[config.mk]
export PLATFORM = sky130hd
export DESIGN_NAME = seg_pattern_decoder
export DESIGN_NICKNAME = d
export VERILOG_FILES = /design/src/rtl/seg_pattern_decoder.sv
export SDC_FILE = /design/constraint.sdc
export NUM_CORES = 1
export LEC_CHECK = 0
export ABC_CLOCK_PERIOD_IN_PS = 3000
export CAP_MARGIN = 20
export CORE_ASPECT_RATIO = 1.1
export CORE_MARGIN = 2
export CORE_UTILIZATION = 45
export CTS_CLUSTER_DIAMETER = 150
export DETAILED_ROUTE_END_ITERATION = 6
export PLACE_DENSITY_LB_ADDON = 0.08
export SYNTH_ARGS = -nofsm -noshare
export SYNTH_HDL_FRONTEND = slang
export SYNTH_SLANG_ARGS = --single-unit
[constraint.sdc]
create_clock -name clk -period 3 [get_ports clk]
set_input_delay 0.45 -clock clk [delete_from_list [all_inputs] [get_ports clk]]
set_output_delay 0.45 -clock clk [all_outputs]
set_load 0.1 [all_outputs]
[src/rtl/seg_pattern_decoder.sv]
// Segment-pattern to nibble decoder: qualifies a strobed 7-bit pattern as stable,
// decodes it against the 7-segment table and hands the nibble out over valid/ready.
module seg_pattern_decoder #(
  parameter int unsigned STABLE_CYCLES = 3
) (
  input  logic       clk,
  input  logic       rst,
  input  logic [6:0] seg_in,
  input  logic       seg_strobe,
  output logic [3:0] data_out,
  output logic       data_valid,
  input  logic       data_ready,
  output logic       pattern_err,
  output logic       overflow
);

  typedef enum logic [1:0] {IDLE, QUALIFY, HELD} state_e;

  localparam logic [3:0] SC = 4'(STABLE_CYCLES);

  state_e     state_q, state_d;
  logic [6:0] cand_q, cand_d;
  logic [3:0] cnt_q, cnt_d;
  logic [6:0] last_q, last_d;
  logic       have_last_q, have_last_d;
  logic [3:0] data_q, data_d;
  logic       valid_q, valid_d;
  logic       err_q, err_d;
  logic       ovf_q, ovf_d;

  logic       new_cand, qual, fire;
  logic [3:0] nib;
  logic       nib_ok;

  always_ff @(posedge clk) begin
    if (rst) begin
      state_q     <= IDLE;
      cand_q      <= '0;
      cnt_q       <= '0;
      last_q      <= '0;
      have_last_q <= 1'b0;
      data_q      <= '0;
      valid_q     <= 1'b0;
      err_q       <= 1'b0;
      ovf_q       <= 1'b0;
    end else begin
      state_q     <= state_d;
      cand_q      <= cand_d;
      cnt_q       <= cnt_d;
      last_q      <= last_d;
      have_last_q <= have_last_d;
      data_q      <= data_d;
      valid_q     <= valid_d;
      err_q       <= err_d;
      ovf_q       <= ovf_d;
    end
  end

  // Filter and stability state; a saturated count at 15 never re-qualifies from HELD.
  always_comb begin
    cand_d   = cand_q;
    cnt_d    = cnt_q;
    new_cand = 1'b0;
    if (seg_strobe) begin
      if (seg_in == cand_q) begin
        cnt_d = (cnt_q == 4'hF) ? cnt_q : cnt_q + 4'd1;
      end else begin
        cand_d   = seg_in;
        cnt_d    = 4'd1;
        new_cand = 1'b1;
      end
    end

    if (cnt_d == '0)     state_d = IDLE;
    else if (cnt_d < SC) state_d = QUALIFY;
    else                 state_d = HELD;

    qual        = seg_strobe && (cnt_d == SC) && (new_cand || state_q != HELD);
    fire        = qual && !(have_last_q && cand_d == last_q);
    last_d      = fire ? cand_d : last_q;
    have_last_d = have_last_q | fire;
  end

  always_comb begin
    nib_ok = 1'b1;
    case (cand_d)
      7'b1111110: nib = 4'h0;
      7'b1000000: nib = 4'h1;
      7'b1000001: nib = 4'h2;
      7'b1001001: nib = 4'h3;
      7'b0100011: nib = 4'h4;
      7'b0011101: nib = 4'h5;
      7'b0101001: nib = 4'h6;
      7'b0010011: nib = 4'h7;
      7'b0110110: nib = 4'h8;
      7'b0110111: nib = 4'h9;
      7'b1110111: nib = 4'hA;
      7'b0011111: nib = 4'hB;
      7'b1001110: nib = 4'hC;
      7'b0111101: nib = 4'hD;
      7'b1101111: nib = 4'hE;
      7'b1000111: nib = 4'hF;
      default: begin
        nib    = '0;
        nib_ok = 1'b0;
      end
    endcase
  end

  // Output register: a same-cycle acceptance frees the slot for a new decode.
  always_comb begin
    data_d  = data_q;
    valid_d = valid_q & ~data_ready;
    err_d   = fire & ~nib_ok;
    ovf_d   = 1'b0;
    if (fire && nib_ok) begin
      if (!valid_q || data_ready) begin
        data_d  = nib;
        valid_d = 1'b1;
      end else begin
        ovf_d = 1'b1;
      end
    end
  end

  assign data_out    = data_q;
  assign data_valid  = valid_q;
  assign pattern_err = err_q;
  assign overflow    = ovf_q;

endmodule

Word-level counts from Yosys, hierarchy flattened
Index checks and enable logic that the tools add are counted.
{"block": "word_totals", "reg_bits": 28, "output_inout_bits": 7}
{"block": "op_classes", "n_addsub": 1, "order_cmp": 1, "eq_ne": 21, "mux": 13, "n_bitwise": 6, "n_reduce_logical": 14}
{"op": "4-bit case mux with 15 select lines", "n": 1}
{"op": "7-bit equality test (second input constant)", "n": 8}
{"op": "7-bit by 6-bit equality test with 1-bit output (second input constant)", "n": 5}
{"op": "7-bit by 5-bit equality test with 1-bit output (second input constant)", "n": 3}
{"op": "16-bit OR reduction", "n": 1}
{"op": "7-bit equality test", "n": 2}
{"op": "7-bit two-way mux", "n": 2}
{"op": "4-bit two-way mux", "n": 3}
{"op": "1-bit two-way mux", "n": 6}
{"op": "1-bit logical AND", "n": 5}
{"op": "4-bit by 1-bit adder with 4-bit output (second input constant)", "n": 1}
{"op": "4-bit by 2-bit equality test with 1-bit output (second input constant)", "n": 1}
{"op": "4-bit equality test (second input constant)", "n": 1}
{"op": "4-bit zero test", "n": 1}
{"op": "4-bit by 2-bit less-than comparator with 1-bit output (second input constant)", "n": 1}
{"op": "2-bit OR reduction", "n": 2}
{"op": "1-bit inverter", "n": 3}
{"op": "1-bit AND", "n": 2}
{"op": "1-bit zero test", "n": 2}
{"op": "1-bit logical OR", "n": 2}
{"op": "2-bit two-way mux", "n": 1}
{"op": "2-bit inequality test (second input constant)", "n": 1}
{"op": "2-bit AND reduction", "n": 1}
{"op": "1-bit OR", "n": 1}

Longest topological paths before layout
{"block": "depth", "depth_word": 11, "ltp_mapped": 9, "ltp_nobuf": 8}

Worst setup path before layout
Ideal clock, no wire load.
{"block": "synth_path", "path_type": "input to register", "from": "in seg_strobe", "to": "reg data_q[1], in the netlist data_out[1]", "setup_time_ns": 0.121, "t_arrival_ns": 2.169, "slack_ns": 0.710, "cell_stages": 9, "path_cell_list": "buf_6 > buf_6 > mux2i_2 > nand2_1 > a32o_1 > o21ai_2 > o31ai_2 > o211ai_4 > mux2_4"}
{"block": "synth_between", "elab_chain_len": 7}
{"item": "start: declaration", "line_no": "9", "text": "input logic seg_strobe,"}
{"item": "branches (longest 7 deep; another with 16-bit OR reduction)"}
{"item": "end signal: assignment", "line_no": "52", "text": "data_q <= data_d;"}
{"item": "end: declaration", "line_no": "26", "text": "logic [3:0] data_q, data_d;"}
Parallel ways; which one is timed is not known.
A chain may end at the register's enable or synchronous reset.

Final worst setup path
{"block": "layout_path", "from": "in seg_in[5]", "to": "reg data_q[1], in the netlist data_out[1]"}
{"block": "layout_between", "elab_chain_len": 9}
{"item": "start: declaration", "line_no": "8", "text": "input logic [6:0] seg_in,"}
{"item": "branches (longest 9 deep; another with 16-bit OR reduction)"}
Parallel ways; which one is timed is not known.

==> out/metrics.csv <==
metric,value,unit
status,finished clean,
synth_top_family_by_area,simple AND/OR/NAND/NOR gates,
r2r-start,cand_q[0],
clock_latency,0.29,ns
clock_power_share,0.345,
firstDrtPassIters,4,
cts_made_buffers,3,
synthTopCellsByArea,"dfxtp_1, xnor2_1, mux2i_1, nor2_1, a21oi_1",
cts.path.max_buffers,2,
initial_core_util,0.472,
ys_ff_latch,28,
synthXorXnorAreaFrac,0.0797,
wl_per_cell,15.9,um
dpl.hpwl,3640,um
p_leak,0.837,nW
end_kind,flip-flop,
cts_tree,yes,
worstHoldPathType,reg -> reg,
critPathSlowestCell,clkdlybuf4s50_1,
async_flop_share,0,
drtIter0Drc,68,
cts_resized,0,
final.setup_skew,0.0100,ns
synth_top_area_frac,0.300,
placed_area,2200,um2
muxShareOfSynthArea,0.133,
first_global_vias,1625,
cp_max_fo,5,
synth_fa_ha_area_frac,0.00669,
crit_chain,clkdlybuf4s50_1 > xnor2_1 > nand4_1 > or2_4 > a222oi_1 > o21ai_2 > o211ai_4 > mux2_4,
htreeDepth,1,
cp_data_arrival_time,2.81,ns
r2r_end,data_out[1],
ir_drop,0.000187,V
die-area,4690,um2
post_cts_buffers,0,
die_w,65.5,um
startpoint_type,input port,
grt_pass1_wl,7850,um
syn-num-nets,222,
relSlewSlack,0.622,
r2r_cells,7,
crit_start,seg_in[5],
via_count,1714,
cp.required,3.18,ns
core,3960,um2
avgViaCountPerCell,5.81,
grt_max_degree,28,
synth_simple_gate_area_share,0.250,
period_share,0.875,
drive_gt1_frac,0.218,
syn_inst,210,
fin_area,2280,um2
avgSynthCellArea,8.90,um2
synth-compound-area-share,0.193,
root_buffer,clkbuf_8,
synth_edf_count,0,
gpl.final_weighted_congestion,0.941,
yosys_warnings,0,
ys_types,57,
yosysTopAreaCell,dfxtp_1,
crit_path_max_incr_delay,0.60,ns
hold_viol,0,
p_sw,0.239,mW
num_io_pins,18,
r2r_slack,0.57,ns
p_per_area,391,nW/um2
syn_area,1870,um2
diodes,0,
drc,0,
grt.total_usage,0.216,
p_seq_frac,0.442,
internal_power,0.651,mW
row_count,24,
clkSlewWorstSetupHoldPaths,0.09,ns
detail_route.wirelength,4680,um
fin_cells,295,
num-nets-final,256,
synth_top_flop_cell,dfxtp_1,
finalPower,0.890,mW
grt_overflow,0,
finalSetupViolCount,0,
yosysSeqAreaShare,0.300,
rsz0062_at_grt,false,
max-cap-violations,0,
fmax,381,MHz
path_class,in -> reg,
antenna_found_initial,0,
swShare,0.269,
setup_tns,0,ns
postRouteAntennaNets,0,
synthToLayoutAreaGrowth,21.8,%
placed_cells,291,
maxSlewViolCount,0,
die_h,71.6,um
fin_util,0.574,
p_comb_frac,0.213,
clock_sinks,28,
port_buffers,17,
ctsHoldBuffers,0,
tightest_slew,0.562,ns
endpoint,data_out[1],
period_needed,2.63,ns
power by group through the flow:
stage / logic (mW) / registers, mW / clock network, mW
2_1_floorplan: 0.121 / 0.399 / 0
3_3_place_gp: 0.185 / 0.401 / 0
3_5_place_dp: 0.188 / 0.402 / 0
4_1_cts: 0.188 / 0.393 / 0.314
5_1_grt: 0.205 / 0.395 / 0.331
6_report: 0.190 / 0.393 / 0.308
kinds of logic (layout without fill, tap and decap cells):
| family | Yosys count | after routing |
|---|---|---|
| compound gates | 50 | 50 |
| xor+xnor | 17 | 17 |
| fa+ha+maj | 1 | 1 |
| buf+inv | 14 | 47 |
| flops | 28 | 28 |
| mux | 20 | 20 |
| simple gates | 80 | 80 |
worst max-delay path, delay by kind of cell:
kind,cells,cell delay (ns)
muxes,1,0.32
and+or+nand+nor,2,0.41
AOI/OAI and AO/OA,3,0.88
buffers and inverters,1,0.60
xor gates and xnor gates,1,0.14
layout make-up:
type / count / area (um2)
clock inverters: 1 / 30.0
multi-input cells: 168 / 1240
inverters: 5 / 18.8
flip-flops and latches: 28 / 561
repair buffers: 38 / 323
well taps: 52 / 65.1
fillers: 381 / 1690
clock buffers: 3 / 41.3
worst min path at each step:
| stage | end | from | cells after the start |
|---|---|---|---|
| after floorplan | last_q[3] | last_q[3] | 2 |
| after global placement | data_out[3] | data_out[3] | 2 |
| after detailed placement | data_out[3] | data_out[3] | 2 |
| after CTS | data_out[3] | data_out[3] | 2 |
| after global routing | data_out[0] | data_out[0] | 2 |
| final | data_out[3] | data_out[3] | 2 |
synthesized netlist by cell type (5+ instances only):
library cell and count:
a21oi_1 12, o21ai_0 9, nand3_1 6, nor2_1 23, xnor2_1 16, dfxtp_1 28, nor3_1 5, nand2b_1 6
inv_1 5, mux2i_1 9, mux2_2 5, nand2_1 12
registers in the layout, summed over array words and instances, names as in the netlist:
| name | cells |
|---|---|
| overflow | 1 |
| last_q | 7 |
| pattern_err | 1 |
| cand_q | 7 |
| cnt_q | 4 |
| have_last_q | 1 |
| state_q | 2 |
| data_out | 4 |
| data_valid | 1 |
metrics by stage:
stage          worst slack (ns)  hold WS [ns]
3_3_place_gp             0.0870         0.470
6_report                  0.375         0.486
3_5_place_dp             0.0619         0.474
2_1_floorplan             0.710         0.476
4_1_cts                   0.370         0.490
5_1_grt                   0.252         0.519
cells in the final DEF, fill, tap and decap left out, types with 6 or more instances in the layout:
cell type / n
a21oi_1: 12
buf_4: 27
clkdlybuf4s50_1: 10
dfxtp_1: 28
mux2i_1: 9
nand2_1: 12
nand2b_1: 6
nand3_1: 6
nor2_1: 23
o21ai_0: 9
xnor2_1: 16
metal layers:
metal	vias up	wire, um	global-route usage
met1	822	1960	0.264
met2	46	2460	0.389
met5	-	0	0
li1	837	-	-
met4	0	75	0.0625
met3	9	180	0.0330
Note: power is estimated with default switching activity, not from simulation.
